$ cat src/rtl/ps2_keycode_rx.sv
// ---------------------------------------------------------------------------
// ps2_keycode_rx
//
// PS/2 keyboard receiver. The block deglitches the PS/2 clock and deserialises
// 11-bit frames (start, 8 data bits LSB first, odd parity, stop). It decodes
// the E0/F0/E1 prefixes into make/break events that carry an extended-key
// flag. Events are queued in a first-word-fall-through FIFO with a
// valid/ready handshake.
//
// Parameters
//   FILTER_LEN   consecutive disagreeing samples needed to flip the filtered
//                PS/2 clock (2..15)
//   TIMEOUT_CYC  clk cycles without a falling edge before a partial frame
//                is aborted
//   FIFO_DEPTH   event entries, power of 2, >= 2
//
// Ports
//   clk, rst_n   system clock; asynchronous active-low reset
//   ps2_clk      PS/2 clock from the connector (asynchronous)
//   ps2_data     PS/2 data from the connector (asynchronous)
//   ev_valid     FIFO head holds an event
//   ev_ready     consumer accepts the head event
//   ev_code      scan code at the FIFO head (0 when empty)
//   ev_ext       head event was preceded by E0
//   ev_brk       head event is a key release (preceded by F0)
//   frame_err    1-cycle pulse on a parity error, stop-bit error or timeout
//   overflow     sticky, an event was dropped because the FIFO was full
//   err_clr      synchronous clear of overflow
//   fifo_count   number of stored events
// ---------------------------------------------------------------------------
module ps2_keycode_rx #(
  parameter int FILTER_LEN  = 4,
  parameter int TIMEOUT_CYC = 100000,
  parameter int FIFO_DEPTH  = 8
) (
  input  logic                          clk,
  input  logic                          rst_n,
  input  logic                          ps2_clk,
  input  logic                          ps2_data,
  output logic                          ev_valid,
  input  logic                          ev_ready,
  output logic [7:0]                    ev_code,
  output logic                          ev_ext,
  output logic                          ev_brk,
  output logic                          frame_err,
  output logic                          overflow,
  input  logic                          err_clr,
  output logic [$clog2(FIFO_DEPTH):0]   fifo_count
);

  localparam int AW = $clog2(FIFO_DEPTH);
  localparam int CW = AW + 1;
  localparam int TW = $clog2(TIMEOUT_CYC + 1);

  typedef enum logic [1:0] {
    IDLE   = 2'd0,
    DATA   = 2'd1,
    PARITY = 2'd2,
    STOP   = 2'd3
  } frameState_e;

  // -------------------------------------------------------------------------
  // Synchronisers. Both lines reset to the bus idle level (high) so that
  // leaving reset cannot look like a falling clock edge or a start bit.
  // -------------------------------------------------------------------------
  logic [1:0] clkSync_q;
  logic [1:0] dataSync_q;

  always_ff @(posedge clk or negedge rst_n) begin
    if (!rst_n) begin
      clkSync_q  <= 2'b11;
      dataSync_q <= 2'b11;
    end else begin
      clkSync_q  <= {clkSync_q[0], ps2_clk};
      dataSync_q <= {dataSync_q[0], ps2_data};
    end
  end

  logic dataBit;
  assign dataBit = dataSync_q[1];

  // -------------------------------------------------------------------------
  // Clock filter and falling-edge strobe. Any sample that agrees with the
  // filtered level restarts the run counter, so pulses shorter than
  // FILTER_LEN samples never reach the frame logic.
  // -------------------------------------------------------------------------
  logic [3:0] filtCnt_q, filtCnt_d;
  logic       filtClk_q, filtClk_d;
  logic       strobe_q, strobe_d;

  always_comb begin
    filtCnt_d = 4'd0;
    filtClk_d = filtClk_q;
    strobe_d  = 1'b0;
    if (clkSync_q[1] != filtClk_q) begin
      if (filtCnt_q == 4'(FILTER_LEN - 1)) begin
        filtClk_d = clkSync_q[1];
        // The current level is 1, so this flip is a falling edge.
        strobe_d  = filtClk_q;
      end else begin
        filtCnt_d = filtCnt_q + 4'd1;
      end
    end
  end

  always_ff @(posedge clk or negedge rst_n) begin
    if (!rst_n) begin
      filtCnt_q <= 4'd0;
      filtClk_q <= 1'b1;
      strobe_q  <= 1'b0;
    end else begin
      filtCnt_q <= filtCnt_d;
      filtClk_q <= filtClk_d;
      strobe_q  <= strobe_d;
    end
  end

  // -------------------------------------------------------------------------
  // Frame FSM: next state, shift register and timeout.
  // -------------------------------------------------------------------------
  frameState_e   state_q, state_d;
  logic [2:0]    bitCnt_q, bitCnt_d;
  logic [7:0]    shift_q, shift_d;
  logic          parity_q, parity_d;
  logic [TW-1:0] tmoCnt_q, tmoCnt_d;
  logic          frameErr_q, frameErr_d;
  logic          good_q, good_d;

  always_comb begin
    state_d    = state_q;
    bitCnt_d   = bitCnt_q;
    shift_d    = shift_q;
    parity_d   = parity_q;
    tmoCnt_d   = '0;
    frameErr_d = 1'b0;
    good_d     = 1'b0;

    if (state_q != IDLE) begin
      tmoCnt_d = strobe_q ? '0 : tmoCnt_q + TW'(1);
    end

    case (state_q)
      IDLE: begin
        // A start bit of 1 is line noise; it is ignored and raises no error.
        if (strobe_q && !dataBit) begin
          state_d  = DATA;
          bitCnt_d = 3'd0;
        end
      end
      DATA: begin
        if (strobe_q) begin
          shift_d  = {dataBit, shift_q[7:1]};
          bitCnt_d = bitCnt_q + 3'd1;
          if (bitCnt_q == 3'd7) begin
            state_d = PARITY;
          end
        end
      end
      PARITY: begin
        if (strobe_q) begin
          parity_d = dataBit;
          state_d  = STOP;
        end
      end
      STOP: begin
        if (strobe_q) begin
          state_d = IDLE;
          if (((^shift_q) ^ parity_q) && dataBit) begin
            good_d = 1'b1;
          end else begin
            frameErr_d = 1'b1;
          end
        end
      end
      default: state_d = IDLE;
    endcase

    if ((state_q != IDLE) && !strobe_q && (tmoCnt_q == TW'(TIMEOUT_CYC - 1))) begin
      state_d    = IDLE;
      tmoCnt_d   = '0;
      frameErr_d = 1'b1;
    end
  end

  // Frame FSM registers.
  always_ff @(posedge clk or negedge rst_n) begin
    if (!rst_n) begin
      state_q    <= IDLE;
      bitCnt_q   <= 3'd0;
      shift_q    <= 8'h00;
      parity_q   <= 1'b0;
      tmoCnt_q   <= '0;
      frameErr_q <= 1'b0;
      good_q     <= 1'b0;
    end else begin
      state_q    <= state_d;
      bitCnt_q   <= bitCnt_d;
      shift_q    <= shift_d;
      parity_q   <= parity_d;
      tmoCnt_q   <= tmoCnt_d;
      frameErr_q <= frameErr_d;
      good_q     <= good_d;
    end
  end

  assign frame_err = frameErr_q;

  // -------------------------------------------------------------------------
  // Prefix decoder. It runs one cycle after a good stop bit. shift_q still
  // holds the byte because the next frame cannot reach DATA that soon. The
  // Pause sequence begins with E1, and that E1 plus the next 7 bytes are
  // swallowed.
  // -------------------------------------------------------------------------
  logic       ext_q, ext_d;
  logic       brk_q, brk_d;
  logic [2:0] skip_q, skip_d;
  logic       push;

  always_comb begin
    ext_d  = ext_q;
    brk_d  = brk_q;
    skip_d = skip_q;
    push   = 1'b0;
    if (frameErr_q) begin
      ext_d  = 1'b0;
      brk_d  = 1'b0;
      skip_d = 3'd0;
    end else if (good_q) begin
      if (skip_q != 3'd0) begin
        skip_d = skip_q - 3'd1;
      end else begin
        case (shift_q)
          8'hE0:   ext_d  = 1'b1;
          8'hF0:   brk_d  = 1'b1;
          8'hE1:   skip_d = 3'd7;
          default: begin
            push  = 1'b1;
            ext_d = 1'b0;
            brk_d = 1'b0;
          end
        endcase
      end
    end
  end

  // Decoder registers.
  always_ff @(posedge clk or negedge rst_n) begin
    if (!rst_n) begin
      ext_q  <= 1'b0;
      brk_q  <= 1'b0;
      skip_q <= 3'd0;
    end else begin
      ext_q  <= ext_d;
      brk_q  <= brk_d;
      skip_q <= skip_d;
    end
  end

  // -------------------------------------------------------------------------
  // Event FIFO, first-word-fall-through. A push into a full FIFO still
  // succeeds when the head is popped in the same cycle.
  // -------------------------------------------------------------------------
  logic [9:0]    mem_q [FIFO_DEPTH];
  logic [AW-1:0] wrPtr_q, rdPtr_q;
  logic [CW-1:0] count_q, count_d;
  logic          overflow_q, overflow_d;
  logic          full, popEn, doPush, drop;
  logic [9:0]    head;

  assign full   = (count_q == CW'(FIFO_DEPTH));
  assign popEn  = (count_q != '0) && ev_ready;
  assign doPush = push && (!full || popEn);
  assign drop   = push && full && !popEn;

  always_comb begin
    count_d = count_q;
    case ({doPush, popEn})
      2'b10:   count_d = count_q + CW'(1);
      2'b01:   count_d = count_q - CW'(1);
      default: count_d = count_q;
    endcase
    // A drop in the same cycle as err_clr wins so that the loss is not hidden.
    overflow_d = overflow_q;
    if (drop) begin
      overflow_d = 1'b1;
    end else if (err_clr) begin
      overflow_d = 1'b0;
    end
  end

  // Storage array; it needs no reset because the head is masked while empty.
  always_ff @(posedge clk) begin
    if (doPush) begin
      mem_q[wrPtr_q] <= {ext_q, brk_q, shift_q};
    end
  end

  // Pointers wrap naturally because FIFO_DEPTH is a power of 2.
  always_ff @(posedge clk or negedge rst_n) begin
    if (!rst_n) begin
      wrPtr_q    <= '0;
      rdPtr_q    <= '0;
      count_q    <= '0;
      overflow_q <= 1'b0;
    end else begin
      if (doPush) wrPtr_q <= wrPtr_q + AW'(1);
      if (popEn)  rdPtr_q <= rdPtr_q + AW'(1);
      count_q    <= count_d;
      overflow_q <= overflow_d;
    end
  end

  assign head       = mem_q[rdPtr_q];
  assign ev_valid   = (count_q != '0);
  assign ev_code    = ev_valid ? head[7:0] : 8'h00;
  assign ev_brk     = ev_valid ? head[8]   : 1'b0;
  assign ev_ext     = ev_valid ? head[9]   : 1'b0;
  assign overflow   = overflow_q;
  assign fifo_count = count_q;

endmodule

$ cat config.mk
export PLATFORM = sky130hd
export DESIGN_NAME = ps2_keycode_rx
export DESIGN_NICKNAME = d
export VERILOG_FILES = /design/src/rtl/ps2_keycode_rx.sv
export SDC_FILE = /design/constraint.sdc
export NUM_CORES = 1
export LEC_CHECK = 0
export BUFFER_PORTS_ARGS = -buffer_cell sky130_fd_sc_hd__buf_4
export CORE_MARGIN = 2
export CORE_UTILIZATION = 45
export DETAILED_ROUTE_END_ITERATION = 6
export HOLD_SLACK_MARGIN = 0.05
export PLACE_DENSITY = 0.62
export SLEW_MARGIN = 20
export SYNTH_ARGS = -nofsm -noshare
export SYNTH_HDL_FRONTEND = slang
export SYNTH_SLANG_ARGS = --single-unit
$ cat constraint.sdc
create_clock -name clk -period 2.84 [get_ports clk]
set_clock_uncertainty 0.05 [all_clocks]
set_input_delay 0.568 -clock clk [delete_from_list [all_inputs] [get_ports clk]]
set_output_delay 0.568 -clock clk [all_outputs]
set_load 0.005 [all_outputs]
# Yosys cells after proc, flatten, opt, wreduce, memory -nomap -nowiden
# Memories as Yosys holds them, arrays and structs flattened.
# Index checks and enable logic that the tools add are counted.
# totals
input_bits,6
ram_bits,80
memories,1
reg_bits,59
elab_cells,134
# mem_list
memory,depth,width,read_ports,rd_clocked_by_memory_dff,wr,line,rtl
mem_q,8,10,1,0,1,263,logic [9:0] mem_q [FIFO_DEPTH];
# classes
n_addsub,8
n_reduce_logical,34
muxes,48
bitwise_logic,1
eq_ne,23
# op_table
op,count
2-to-1 mux 17 bit,3
2-to-1 mux 1 bit,25
equality test 8 bit (second input constant),3
2-to-1 mux 3 bit,6
adder 17 x 1 -> 17 bit (second input constant),1
equality test 17 bit (second input constant),1
inequality test 3 bit (second input constant),5
2-to-1 mux 2 bit,6
nonzero test 2 bit,5
adder 3 x 1 -> 3 bit (second input constant),3
AND reduction 3 bit,3
adder 4 x 1 -> 4 bit (second input constant),2
logical AND 1 bit,8
2-to-1 mux 4 bit,2
2-to-1 mux 8 bit,1
one-hot mux 2 bit (4 select lines),1
one-hot mux 4 bit (2 select lines),1
AND reduction 2 bit,4
parity 8 bit,1
equality test 2 bit (second input constant),3
inequality test 2 bit (second input constant),3
one-hot mux 3 bit (2 select lines),1
nonzero test 3 bit,2
AND reduction 5 bit,1
other kinds (16),23

# Logic depth before layout (Yosys ltp)
# depth
ltp_word,9
mapped_depth,10
ltp_nobuf,10

# Worst setup path after synthesis
# Ideal clock, no wire load.
# synth_timing
path_type,reg-to-reg
from,register shift_q[1]
to,"memory mem_q[0][0], enable pin"
path_slack_ns,-0.274
synth_period_minus_slack_ns,3.114
path_stages_with_launch,7
setup_ns,0.404
arrival_ns,2.660
path_cell_list,dfrtp_1 -> inv_1 -> ha_1 -> o2111a_2 -> nor4_4 -> nand2_4 -> nor4_1
# synth_between
elab_chain_cells,9
# synth_lines
element,line,rtl
from (decl),123,"logic [7:0] shift_q, shift_d;"
from (signal assigned),198,shift_q <= shift_d;
equality test 8 bit,232,case (shift_q)
OR reduction 3 bit (no line) *,n/a,
2-to-1 mux 1 bit *,232,
2-to-1 mux 1 bit *,229,if (skip_q != 3'd0) begin
2-to-1 mux 1 bit *,228,end else if (good_q) begin
2-to-1 mux 1 bit *,224,if (frameErr_q) begin
logical AND 1 bit *,272,assign doPush = push && (!full || popEn);
2-to-1 mux 1 bit *,293,if (doPush) begin
2-to-1 mux 1 bit (implied by the code) *,294,"mem_q[wrPtr_q] <= {ext_q, brk_q, shift_q};"
to (decl),263,
# Mark *: on every way between the ends. The rest lies on a longest branch, timed or not.

# Final worst setup path
# layout_timing
from,register shift_q[7]
to,register count_q[3] (netlist: fifo_count[3])
# layout_between
elab_chain_cells,9
# layout_lines
element,line,rtl
equality test 8 bit,232,
OR reduction 3 bit (no line) *,n/a,
2-to-1 mux 1 bit *,232,
2-to-1 mux 1 bit *,229,
2-to-1 mux 1 bit *,228,
2-to-1 mux 1 bit *,224,
logical AND 1 bit *,272,
equality test 2 x 1 -> 1 bit / equality test 2 bit (equally long branches),277,"case ({doPush, popEn})"
one-hot mux 4 bit (2 select lines) / nonzero test 2 bit (equally long branches),n/a,
to (signal assigned),308,count_q <= count_d;
to (decl),265,"logic [CW-1:0] count_q, count_d;"
# Marks and branches as above.
# A chain may end at the register's enable or synchronous reset.

==> out/results.ini <==
[sta]
layout_min_cycle_time_ns=2.65
finalSetupViolations=0
hold_viol_final=0
worstMarginPinSlew_ns=0.751
finalCritPeriodShare_pct=93.4
slew_headroom_pct=50.0
rsz0062_at_grt=false
clock.fmax_mhz=377
slew_viol_final=0
fin_setup_tns_ns=0

[place]
dp_cells=623
gp_congestion=0.778
io_buffers=22
dp_hpwl_um=7280

[synthesis]
syn_nets=443
synth-seq-area-share_pct=63.5
yosysWarnings=0
synth_enable_flop_cells=80
netlist.area_leader.share_pct=39.3
avgSynthCellArea_um2=14.7
synth-seq-cells=139
synth_cell_type_count=54
synth_most_common_cell=edfxtp_1
synth_cells=416
ys_top_cells_by_area=edfxtp_1 39%, dfrtp_1 22%, mux4_2 7.4%
async_flop_share_pct=42.4
netlist_top_cells_count=80 x edfxtp_1, 54 x dfrtp_1, 40 x nor2_1
yosysTopAreaCell=edfxtp_1
ys.flop_type=edfxtp_1
syn-cell-area_um2=6120

[job]
maxCapViolCount=0

[clock_tree]
max-clock-path-buffers=2
numCtsBuffers=17
clk_pin_slew_worst_paths_ns=0.06
cts_tree=built
post-cts-setup-buffers=0
cts-hold-fix-buffers=0
cts_root_buf=clkbuf_16
clock-sinks=139
clk_latency_ns=0.42
cts-resized-gates=0
ctsHtreeMaxLevel=4

[drt]
drt_iter0_markers=275
firstDrtPassIters=4
wl_um=11100
ant_nets=0
drc=0
viasPerCell=5.34
wire_per_inst_um=16.9
via_count=3495

[floorplan]
dieArea_um2=14500
core_um2=13200
start_util_pct=46.2
die_width_um=121
ios=23
std_cell_rows=42
dieHeight_um=121

[critical_path]
r2r_start=shift_q[7]
path_max_fanout=11
worst_r2r_path_depth=9
path_class=register to register
r2r-end=fifo_count[3]
cp-end-kind=register
cp_data_arrival_time_ns=2.91
reg2reg_slack_ns=0.19
critPathRequiredTime_ns=3.10
start_kind=register

[run_status]
status=finished clean

[grt]
overflow=0
grt_max_degree=60
track_usage_pct=16.9
grt_pass1_vias=3679
grt_pass1_wl_um=18400
antenna_found_initial=0

[final_layout]
regArea_um2=3880
utilization_pct=54.4
nets=493
drive_above_1_share_pct=24.6
antenna_cells=0
multi_input_area_um2=2130
syn_to_final_growth_pct=17.8
fill_cells=1118
final_cells=655

[pwr]
power_switching_mw=1.64
p_int_mw=4.33
combPwrFrac_pct=23.0
leakage_nw=2.83
ir_drop_v=0.000505
switching_share_pct=27.5
seqPwrFrac_pct=41.5
powerDensity_nw_per_um2=828
clkPwrFrac_pct=35.5

[worst_hold_path]
holdCritPathClass=input port to asynchronous set/reset pin

[cells by family (layout without fill, tap and decap cells)]
family | after synthesis | in the layout | synth area share [%]
and+or+nand+nor | 118 | 118 | 10.0
xor gates and xnor gates | 23 | 23 | 3.52
adders and majority gates | 21 | 21 | 4.42
buffers and inverters | 29 | 92 | 1.86
DFF | 139 | 139 | 63.5
muxes | 44 | 44 | 11.6
AOI/OAI and AO/OA | 42 | 42 | 5.07
[layout make-up]
| type | instances | share of cell area (%) |
|---|---|---|
| well taps | 176 | 3.06 |
| multi-input cells | 248 | 29.6 |
| clock buffers | 21 | 6.25 |
| inverters | 18 | 0.938 |
| flip-flops and latches | 139 | 53.9 |
| clock inverters | 11 | 1.70 |
| repair buffers | 42 | 4.55 |
[metal layers]
layer	wire, µm	track usage, %	vias up
met2	5850	29.0	48
met5	0	0	-
met4	123	5.67	0
met1	4720	20.1	1768
li1	-	-	1667
met3	396	5.61	12
[worst max-delay path by stage]
stage,from,end,slack (ns)
global route,shift_q[7],fifo_count[3],0.06
detailed placement,shift_q[7],fifo_count[3],0.19
global placement,shift_q[7],fifo_count[3],0.28
CTS,rdPtr_q[0],ev_code[5],0.18
floorplan,shift_q[1],mem_q[1][0],-0.03
finish,shift_q[7],fifo_count[3],0.19
[sequential cells by signal, indices dropped and copies added, names as in the netlist, 2 cells and up]
| name | count |
|---|---|
| mem_q | 80 |
| dataSync_q | 2 |
| rdPtr_q | 3 |
| fifo_count | 4 |
| filtCnt_q | 4 |
| skip_q | 3 |
| state_q | 2 |
| tmoCnt_q | 17 |
| shift_q | 8 |
| clkSync_q | 2 |
| wrPtr_q | 3 |
| bitCnt_q | 3 |
[stage by stage]
stage | hold slack, ns | setup slack, ns | instance area [µm²] | total power [mW]
floorplan | 0.222 | -0.0329 | 6130 | 3.43
global placement | 0.299 | 0.283 | 6630 | 3.86
detailed placement | 0.297 | 0.194 | 6630 | 3.92
CTS | 0.187 | 0.178 | 7200 | 6.05
global route | 0.186 | 0.0591 | 7200 | 6.30
finish | 0.160 | 0.187 | 7200 | 5.97
[cell usage in the layout (no fill, tap or decap), drive strengths merged, types with 2 or more instances in the layout]
| cell | netlist | layout |
|---|---|---|
| nor2 | 40 | 40 |
| xor2 | 10 | 10 |
| inv | 18 | 18 |
| or3 | 5 | 5 |
| ha | 20 | 20 |
| clkinv | 0 | 6 |
| o21ai | 14 | 14 |
| bufinv | 0 | 2 |
| a21boi | 3 | 3 |
| dfstp | 5 | 5 |
| and2 | 2 | 2 |
| nand4 | 10 | 10 |
| and3 | 3 | 3 |
| nor4 | 5 | 5 |
| mux2i | 13 | 13 |
| edfxtp | 80 | 80 |
| and4 | 4 | 4 |
| nand3b | 2 | 2 |
| mux4 | 20 | 20 |
| buf | 5 | 42 |
| or4 | 2 | 2 |
| dfrtp | 54 | 54 |
| a211oi | 4 | 4 |
| nand2b | 5 | 5 |
| clkinvlp | 0 | 3 |
| nand2 | 20 | 20 |
| nor3 | 8 | 8 |
| nand3 | 8 | 8 |
| mux2 | 11 | 11 |
| a32o | 2 | 2 |
| a21oi | 8 | 8 |
| clkbuf | 6 | 21 |
| xnor2 | 12 | 12 |
[power by group through the flow]
stage	sequential, mW	clock (mW)	combinational [mW]
2_1_floorplan	2.43	0	0.993
3_3_place_gp	2.50	0	1.35
3_5_place_dp	2.52	0	1.40
4_1_cts	2.48	2.17	1.40
5_1_grt	2.50	2.27	1.53
6_report	2.48	2.12	1.37
[critical path, stage by stage (launching register included)]
cell and delay (ns):
dfrtp_1 0.48, ha_1 0.28, o2111a_2 0.22, o41ai_4 0.35, inv_1 0.10, ha_1 0.27, a21o_1 0.20, a21oi_1 0.22
nor2_1 0.07, a211o_1 0.29
Note: power is estimated with default switching activity, not from simulation.
